===== config.mk =====
export PLATFORM = sky130hd
export DESIGN_NAME = bus_select_decoder_5_32_flat
export DESIGN_NICKNAME = d
export VERILOG_FILES = /design/src/rtl/bus_select_decoder_5_32_pkg.sv /design/src/rtl/bus_select_decoder_5_32_if.sv /design/src/rtl/bus_select_decoder_5_32_decoder.sv /design/src/rtl/bus_select_decoder_5_32.sv /design/src/flat_wrapper.sv
export SDC_FILE = /design/constraint.sdc
export NUM_CORES = 1
export LEC_CHECK = 0
export BUFFER_PORTS_ARGS = -buffer_cell sky130_fd_sc_hd__buf_2
export CAP_MARGIN = 30
export CORE_MARGIN = 2
export CORE_UTILIZATION = 30
export DETAILED_ROUTE_END_ITERATION = 12
export GPL_ROUTABILITY_DRIVEN = 0
export PLACE_DENSITY_LB_ADDON = 0.1
export SLEW_MARGIN = 20
export SYNTH_ARGS = -nofsm -noshare
export SYNTH_HDL_FRONTEND = slang
export SYNTH_HIERARCHICAL = 1
export SYNTH_SLANG_ARGS = --single-unit

===== constraint.sdc =====
create_clock -name clk -period 3.3 [get_ports clk]
set_input_delay 0.33 -clock clk [delete_from_list [all_inputs] [get_ports clk]]
set_output_delay 0.33 -clock clk [all_outputs]
set_load 0.02 [all_outputs]

===== src/rtl/bus_select_decoder_5_32_pkg.sv =====
// Shared types and default sizing for the bus-select decoder.
package bus_sel_pkg;

    typedef enum logic [1:0] {
        IDLE  = 2'd0,
        DRIVE = 2'd1,
        GAP   = 2'd2
    } state_t;

    localparam int DEF_N_SEL      = 32;
    localparam int DEF_SEL_W      = 5;
    localparam int DEF_HOLD_W     = 4;
    localparam int DEF_GAP_CYCLES = 1;

endpackage


===== src/rtl/bus_select_decoder_5_32_if.sv =====
// Request/drive bundle between control sequencing and the bus-select decoder.
interface bus_select_decoder_5_32_if
    import bus_sel_pkg::*;
#(
    parameter int N_SEL  = DEF_N_SEL,
    parameter int SEL_W  = DEF_SEL_W,
    parameter int HOLD_W = DEF_HOLD_W
);
    logic              req_valid;
    logic              req_ready;
    logic [SEL_W-1:0]  req_code;
    logic [HOLD_W-1:0] req_hold;
    logic [N_SEL-1:0]  out_en;
    logic              busy;
    logic              err;

    modport master (
        output req_valid, req_code, req_hold,
        input  req_ready, out_en, busy, err
    );

    modport slave (
        input  req_valid, req_code, req_hold,
        output req_ready, out_en, busy, err
    );
endinterface


===== src/rtl/bus_select_decoder_5_32_decoder.sv =====
// Combinational code to one-hot decode with an out-of-range flag.
module decoder_5_32
    import bus_sel_pkg::*;
#(
    parameter int N_SEL = DEF_N_SEL,
    parameter int SEL_W = DEF_SEL_W
) (
    input  logic [SEL_W-1:0] code,
    output logic [N_SEL-1:0] onehot,
    output logic             oor
);
    always_comb begin
        onehot = '0;
        for (int i = 0; i < N_SEL; i++) begin
            onehot[i] = (code == SEL_W'(i));
        end
    end

    assign oor = (32'(code) >= N_SEL);
endmodule


===== src/rtl/bus_select_decoder_5_32.sv =====
// Registered one-hot bus drive enable with programmable hold and break-before-make gap.
module bus_select_decoder_5_32
    import bus_sel_pkg::*;
#(
    parameter int N_SEL      = DEF_N_SEL,
    parameter int SEL_W      = DEF_SEL_W,
    parameter int HOLD_W     = DEF_HOLD_W,
    parameter int GAP_CYCLES = DEF_GAP_CYCLES
) (
    input  logic                       clk,
    input  logic                       clr,
    bus_select_decoder_5_32_if.slave   bus
);
    localparam int GAP_W      = (GAP_CYCLES < 1) ? 1 : $clog2(GAP_CYCLES + 1);
    localparam int GAP_LAST_I = (GAP_CYCLES > 0) ? GAP_CYCLES - 1 : 0;

    state_t            state;
    logic [HOLD_W-1:0] hold_cnt;
    logic [GAP_W-1:0]  gap_cnt;
    logic [N_SEL-1:0]  out_en_q;
    logic              busy_q;
    logic              err_q;

    logic [N_SEL-1:0]  dec_onehot;
    logic              dec_oor;

    decoder_5_32 #(
        .N_SEL (N_SEL),
        .SEL_W (SEL_W)
    ) u_dec (
        .code   (bus.req_code),
        .onehot (dec_onehot),
        .oor    (dec_oor)
    );

    always_ff @(posedge clk) begin
        if (clr) begin
            state    <= IDLE;
            hold_cnt <= '0;
            gap_cnt  <= '0;
            out_en_q <= '0;
            busy_q   <= 1'b0;
            err_q    <= 1'b0;
        end else begin
            err_q <= 1'b0;
            unique case (state)
                IDLE: begin
                    if (bus.req_valid) begin
                        if (dec_oor) begin
                            // Illegal codes are consumed with a one-cycle error pulse.
                            err_q <= 1'b1;
                        end else begin
                            state    <= DRIVE;
                            hold_cnt <= (bus.req_hold == '0) ? HOLD_W'(1) : bus.req_hold;
                            out_en_q <= dec_onehot;
                            busy_q   <= 1'b1;
                        end
                    end
                end
                DRIVE: begin
                    if (hold_cnt <= HOLD_W'(1)) begin
                        out_en_q <= '0;
                        gap_cnt  <= '0;
                        if (GAP_CYCLES == 0) begin
                            state  <= IDLE;
                            busy_q <= 1'b0;
                        end else begin
                            state <= GAP;
                        end
                    end else begin
                        hold_cnt <= hold_cnt - HOLD_W'(1);
                    end
                end
                GAP: begin
                    if (gap_cnt == GAP_W'(GAP_LAST_I)) begin
                        state   <= IDLE;
                        busy_q  <= 1'b0;
                        gap_cnt <= '0;
                    end else begin
                        gap_cnt <= gap_cnt + GAP_W'(1);
                    end
                end
                default: begin
                    state    <= IDLE;
                    out_en_q <= '0;
                    busy_q   <= 1'b0;
                end
            endcase
        end
    end

    assign bus.req_ready = (state == IDLE);
    assign bus.out_en    = out_en_q;
    assign bus.busy      = busy_q;
    assign bus.err       = err_q;
endmodule


===== src/flat_wrapper.sv =====
// flat-port wrapper written by rule: the top's interface ports become plain ports
module bus_select_decoder_5_32_flat import bus_sel_pkg::*;
#(
    parameter int N_SEL      = DEF_N_SEL,
    parameter int SEL_W      = DEF_SEL_W,
    parameter int HOLD_W     = DEF_HOLD_W,
    parameter int GAP_CYCLES = DEF_GAP_CYCLES
)
  (clk, clr, bus_req_valid, bus_req_code, bus_req_hold, bus_req_ready, bus_out_en, bus_busy, bus_err);
  bus_select_decoder_5_32_if #(.N_SEL(N_SEL), .SEL_W(SEL_W), .HOLD_W(HOLD_W)) bus_i ();
  input  logic clk;
  input  logic clr;
  input wire logic [$bits(bus_i.req_valid)-1:0] bus_req_valid;
  input wire logic [$bits(bus_i.req_code)-1:0] bus_req_code;
  input wire logic [$bits(bus_i.req_hold)-1:0] bus_req_hold;
  output wire logic [$bits(bus_i.req_ready)-1:0] bus_req_ready;
  output wire logic [$bits(bus_i.out_en)-1:0] bus_out_en;
  output wire logic [$bits(bus_i.busy)-1:0] bus_busy;
  output wire logic [$bits(bus_i.err)-1:0] bus_err;
  assign bus_i.req_valid = bus_req_valid;
  assign bus_i.req_code = bus_req_code;
  assign bus_i.req_hold = bus_req_hold;
  assign bus_req_ready = bus_i.req_ready;
  assign bus_out_en = bus_i.out_en;
  assign bus_busy = bus_i.busy;
  assign bus_err = bus_i.err;
  bus_select_decoder_5_32 #(.N_SEL(N_SEL), .SEL_W(SEL_W), .HOLD_W(HOLD_W), .GAP_CYCLES(GAP_CYCLES)) u_core (.clk(clk), .clr(clr), .bus(bus_i));
endmodule

==> flow_summary.toml, run 1 <==
[timing]
fin_crit_ns = 2.289
finalCritPeriodShare_pct = 69.37
fin_skew_ns = 0.003731
worst_slack_ns = 1.011
finalHoldViolCount = 0
finalSetupTns_ns = 0
worstMarginPinSlew_ns = 0.8831
fmax_mhz = 436.8
max-slew-margin-rel_pct = 40.99
rsz0062_at_grt = "no"
setup_violations = 0
final_max_slew_viol_count = 0

[power]
leakagePower_uw = 0.0008856
power_uw = 945.6
ir_worst_vdd_mv = 0.1592
power.density_nw_per_um2 = 466.2

[die]
core_region_area_um2 = 5507
start_util_pct = 30.97
die_w_um = 79.40
rows = 27
die_area_um2 = 6304
ioPinCount = 47
die_y_um = 79.40

[placed_design]
hpwl_um = 2886
post-place-ws_ns = 1.043
dp_cells = 283
portBuffers = 46

[drt]
avgViaCountPerCell = 4.948
dr_total_vias = 1440
first_iter_violations = 48
avgRoutedWirePerCell_um = 14.52
postRouteAntennaNets = 0
drt_first_pass_iters = 4
drt_wl_total_um = 4226
remaining_drc_errors = 0

[setup_path]
critical-path-top-delay-family = "compound AO/OA/AOI/OAI gates"
cp.arrival_ns = 2.52
r2r-start = "u_core/hold_cnt[0]$_SDFFE_PP0P_"
cp-end-kind = "flip-flop"
crit_slowest_cell = "a21oi_4"
startpoint = "u_core/hold_cnt[0]$_SDFFE_PP0P_"
worstPathRequired_ns = 3.54
cp_slowest_stage_delay_ns = 0.71
crit_chain = "inv_1 -> ha_1 -> or2_2 -> a21o_2 -> a21oi_4 -> a22o_1"
start_kind = "flip-flop"
worstSetupPathType = "reg2reg"
crit_buf_inv = 1
crit_fanout = 32

[clock_network]
cts-root-buf = "clkbuf_8"
clk_latency_ns = 0.29
cts_resized = 0
clock_sinks = 40
cts_hold_buf = 0
cts_setup_buffers = 0
htree_levels = 2
numCtsBuffers = 5
cts_tree = "done"
clk_pin_slew_ns = 0.08
ctsLongestPathBuffers = 2

[cells_and_area]
antenna_cells = 0
syn_to_final_growth_pct = 18.93
fillers = 582
final_cells = 291
drive_gt1_share_pct = 29.68
post-route-util_pct = 36.83
nets = 232
seq_area_um2 = 800.8
multi_input_area_um2 = 799.5

[synth]
synth_top_area_share_pct = 46.96
synth_top_cell_by_area = "dfxtp_1"
synth_area_um2 = 1705
yosys-top-cells-area = "dfxtp_1 47%, a22o_1 16%, nor2_1 9.0%, buf_6 3.3%, or3b_4 2.0%"
synthCells = 177
synth_seq_area_share_pct = 46.96
avgSynthCellArea_um2 = 9.635
synth_nets = 191
ys_types = 38
yosys_warnings = 6
ys_ff_latch = 40

[grt]
antenna_found_initial = 0
grt_pass1_vias = 1346
grt-ovfl-total = 0
grt_usage_pct = 13.85
grt_max_degree = 33
grt_pass1_wl_um = 6741

[worst_hold_path]
min_path_type = "in2reg"
hp-start = "clr"

[run]
maxCapViolCount = 0

[run_status]
status = "completed"
## final cells by class
type                    count  share of cell area, %
repair buffers             47                  11.72
clock buffers               6                  4.072
multi-input cells         122                  39.42
well taps                  72                  4.442
clock inverters             2                 0.4935
inverters                   2                 0.3701
flip-flops and latches     40                  39.48
## worst reg2reg max path, cell delays in order, from the launching register on
cell,delay [ns]
dfxtp_1,0.40
inv_1,0.06
ha_1,0.21
or2_2,0.33
a21o_2,0.26
a21oi_4,0.71
a22o_1,0.27
## through the flow
step	hold slack, ns	instance area (um2)
global placement	0.4639	1936
detailed placement	0.4603	1936
global route	0.3553	2028
floorplan	0.4545	1705
finish	0.3554	2028
CTS	0.3574	2028
## sequential cells by signal, indices dropped and copies added, names as in the netlist
signal             count
u_core/bus.out_en     32
u_core/state           2
u_core/bus.busy        1
u_core/bus.err         1
u_core/hold_cnt        4
## synth_stat cells (all sizes together)
master / instances
buf: 9
nand3: 2
a21o: 1
nor4: 1
nor2: 41
o221ai: 1
nor2b: 1
nand2b: 5
a22o: 32
xnor2: 1
o32ai: 1
a311oi: 1
or3: 1
a21oi: 6
clkbuf: 4
o22ai: 1
a31oi: 1
and2b: 1
inv: 2
o21ai: 1
dfxtp: 40
and4b: 2
or2: 2
nor3: 4
ha: 2
nand3b: 3
o211ai: 1
and2: 1
nand2: 2
conb: 1
or3b: 3
or4b: 1
a22oi: 1
o21bai: 1
## cells by family after synthesis
family,synth area share [%]
AND/OR/NAND/NOR,21.06
AO/OA/AOI/OAI,23.26
flip-flops,46.96
buffers and inverters,6.529
adder cells (fa/ha/maj),1.467
XOR/XNOR,0.5137
other,0.2199
## metal layers
metal | track usage (%) | vias up | share of wire [%]
li1 | - | 712 | -
met1 | 18.87 | 678 | 48
met2 | 21.02 | 42 | 46
met3 | 3.394 | 8 | 4.8
met4 | 5.517 | 0 | 1.7
met5 | 0 | - | 0
## report_power, final
part,switching [uW],internal (uW),leakage (uW)
clock network,172,167,0.0000510
registers,8.72,491,0.000323
logic,69.8,37.5,0.000511
total,250,696,0.000886
## placed cells by master, fill, tap and decap left out, drive strengths merged, types with 3 or more instances in the layout
| cell type | Yosys | layout |
|---|---|---|
| dfxtp | 40 | 40 |
| buf | 9 | 47 |
| nor3 | 4 | 4 |
| a22o | 32 | 32 |
| a21oi | 6 | 6 |
| nand2b | 5 | 5 |
| nor2 | 41 | 41 |
| or3b | 3 | 3 |
| clkbuf | 4 | 6 |
| nand3b | 3 | 3 |
## final timing paths
check / endpoint / slack (ns) / cells after the start
setup / recovery: u_core/bus.out_en[31]$_SDFFE_PP0P_ / 1.01 / 6
hold / removal: u_core/state[0]$_SDFFE_PP0P_ / 0.36 / 2
setup reg to reg: u_core/bus.out_en[31]$_SDFFE_PP0P_ / 1.01 / 6
hold reg to reg: u_core/bus.out_en[24]$_SDFFE_PP0P_ / 0.48 / 1
Power figures use the tool's default switching activity.
==> run 2, diff against run 1 <==
Clock period 3.3 ns to 1.96 ns, I/O delays scaled along.
==> flow_summary.toml, run 2 (synthesis gave the netlist of run 1 again) <==
[run_status]
status = "completed"

[setup_path]
rrSetupSlack_ns = 0.12
cp_slowest_stage_delay_ns = 0.40
crit_cells = 7
crit_chain = "inv_1 -> ha_1 -> or2_2 -> a21o_2 -> a21oi_4 -> buf_12 -> a22o_1"
crit_fanout = 32
worstSetupPathType = "reg2reg"
cp-end-kind = "flip-flop"
rr_worst_depth = 7
start_kind = "flip-flop"
crit_slowest_cell = "dfxtp_1"
worstPathRequired_ns = 2.19
critical-path-top-delay-family = "compound AO/OA/AOI/OAI gates"
crit_buf_inv = 2
cp.arrival_ns = 2.07

[cells_and_area]
fillers = 590
final_cell_mix = "46 x buf_2, 41 x nor2_1, 40 x dfxtp_1, 32 x a22o_1, 6 x clkbuf_8"
fin_area_um2 = 2046
post-route-util_pct = 37.15
drive_gt1_share_pct = 29.09
antenna_cells = 0
final_common_cell = "buf_2"
syn_to_final_growth_pct = 19.96
multi_input_area_um2 = 799.5
nets = 233
seq_area_um2 = 800.8
largest_reg_flops = 32

[drt]
drt_wl_total_um = 4192
postRouteAntennaNets = 0
dr_total_vias = 1414
avgViaCountPerCell = 4.842
drt_first_pass_iters = 4
remaining_drc_errors = 0
avgRoutedWirePerCell_um = 14.36
first_iter_violations = 63

[run]
maxCapViolCount = 0

[timing]
fmax_mhz = 544.1
setup_violations = 0
finalCritPeriodShare_pct = 93.77
rsz0062_at_grt = "no"
fin_skew_ns = 0.006184
finalSetupTns_ns = 0
final_max_slew_viol_count = 0
finalHoldViolCount = 0
fin_crit_ns = 1.838

[die]
die_w_um = 79.40
rows = 27
die_area_um2 = 6304
start_util_pct = 30.97
core_region_area_um2 = 5507
die_y_um = 79.40
ioPinCount = 47

[power]
clkPwrFrac_pct = 35.3
power.density_nw_per_um2 = 778.4
leakagePower_uw = 0.0008892
ir_worst_vdd_mv = 0.2481
power_uw = 1592
switching_share_pct = 25.62
power_frac_comb_pct = 11.8
p_int_uw = 1184
seqPwrFrac_pct = 52.9
p_sw_uw = 407.9

[clock_network]
cts_resized = 0
cts_hold_buf = 0
cts-root-buf = "clkbuf_8"
ctsLongestPathBuffers = 2
htree_levels = 2
cts_tree = "done"
clock_sinks = 40
clk_pin_slew_ns = 0.07
clk_latency_ns = 0.29
numCtsBuffers = 5
cts_setup_buffers = 0

[grt]
grt-ovfl-total = 0
grt_usage_pct = 13.66
grt_pass1_vias = 1328
antenna_found_initial = 0
grt_max_degree = 33
grt_pass1_wl_um = 6672

[placed_design]
place_area_um2 = 1956
portBuffers = 46
hpwl_um = 2861

[worst_hold_path]
min_path_type = "in2reg"
hold_depth = 2
run 2: routing by layer:
layer	part of all wire, %	GRT usage (%)	up-vias
met4	0.45	4.138	0
met1	48	17.98	669
met2	47	21.36	31
met5	0	0	-
li1	-	-	712
met3	5.0	4.412	2
run 2: path summary, 6_finish.rpt:
path,startpoint,end
worst max-delay path,u_core/hold_cnt[0]$_SDFFE_PP0P_,u_core/bus.out_en[30]$_SDFFE_PP0P_
worst min register to register,u_core/bus.out_en[18]$_SDFFE_PP0P_,u_core/bus.out_en[18]$_SDFFE_PP0P_
worst min-delay path,clr,u_core/state[0]$_SDFFE_PP0P_
worst max register to register,u_core/hold_cnt[0]$_SDFFE_PP0P_,u_core/bus.out_en[30]$_SDFFE_PP0P_
run 2: per-stage QoR:
stage               hold slack [ns]  std cells  worst slack, ns
floorplan                    0.4167        177           0.2546
global placement             0.4612        284           0.1513
detailed placement           0.4584        284           0.1386
CTS                          0.2468        292           0.1202
global route                 0.2505        292          0.01688
finish                       0.2439        292           0.1222
run 2: final cells by class:
class | instances | area share, %
Clock buffer | 8 | 4.404
Inverter | 2 | 0.3670
Multi-Input combinational cell | 122 | 39.08
Sequential cell | 40 | 39.14
Tap cell | 72 | 4.404
Timing Repair Buffer | 48 | 12.60
run 2: power groups by stage:
stage,registers [uW],clock network (uW),logic [uW]
after floorplan,864,0,138
after global placement,861,0,190
after detailed placement,861,0,188
after CTS,842,584,189
after global routing,845,632,206
final,842,563,188
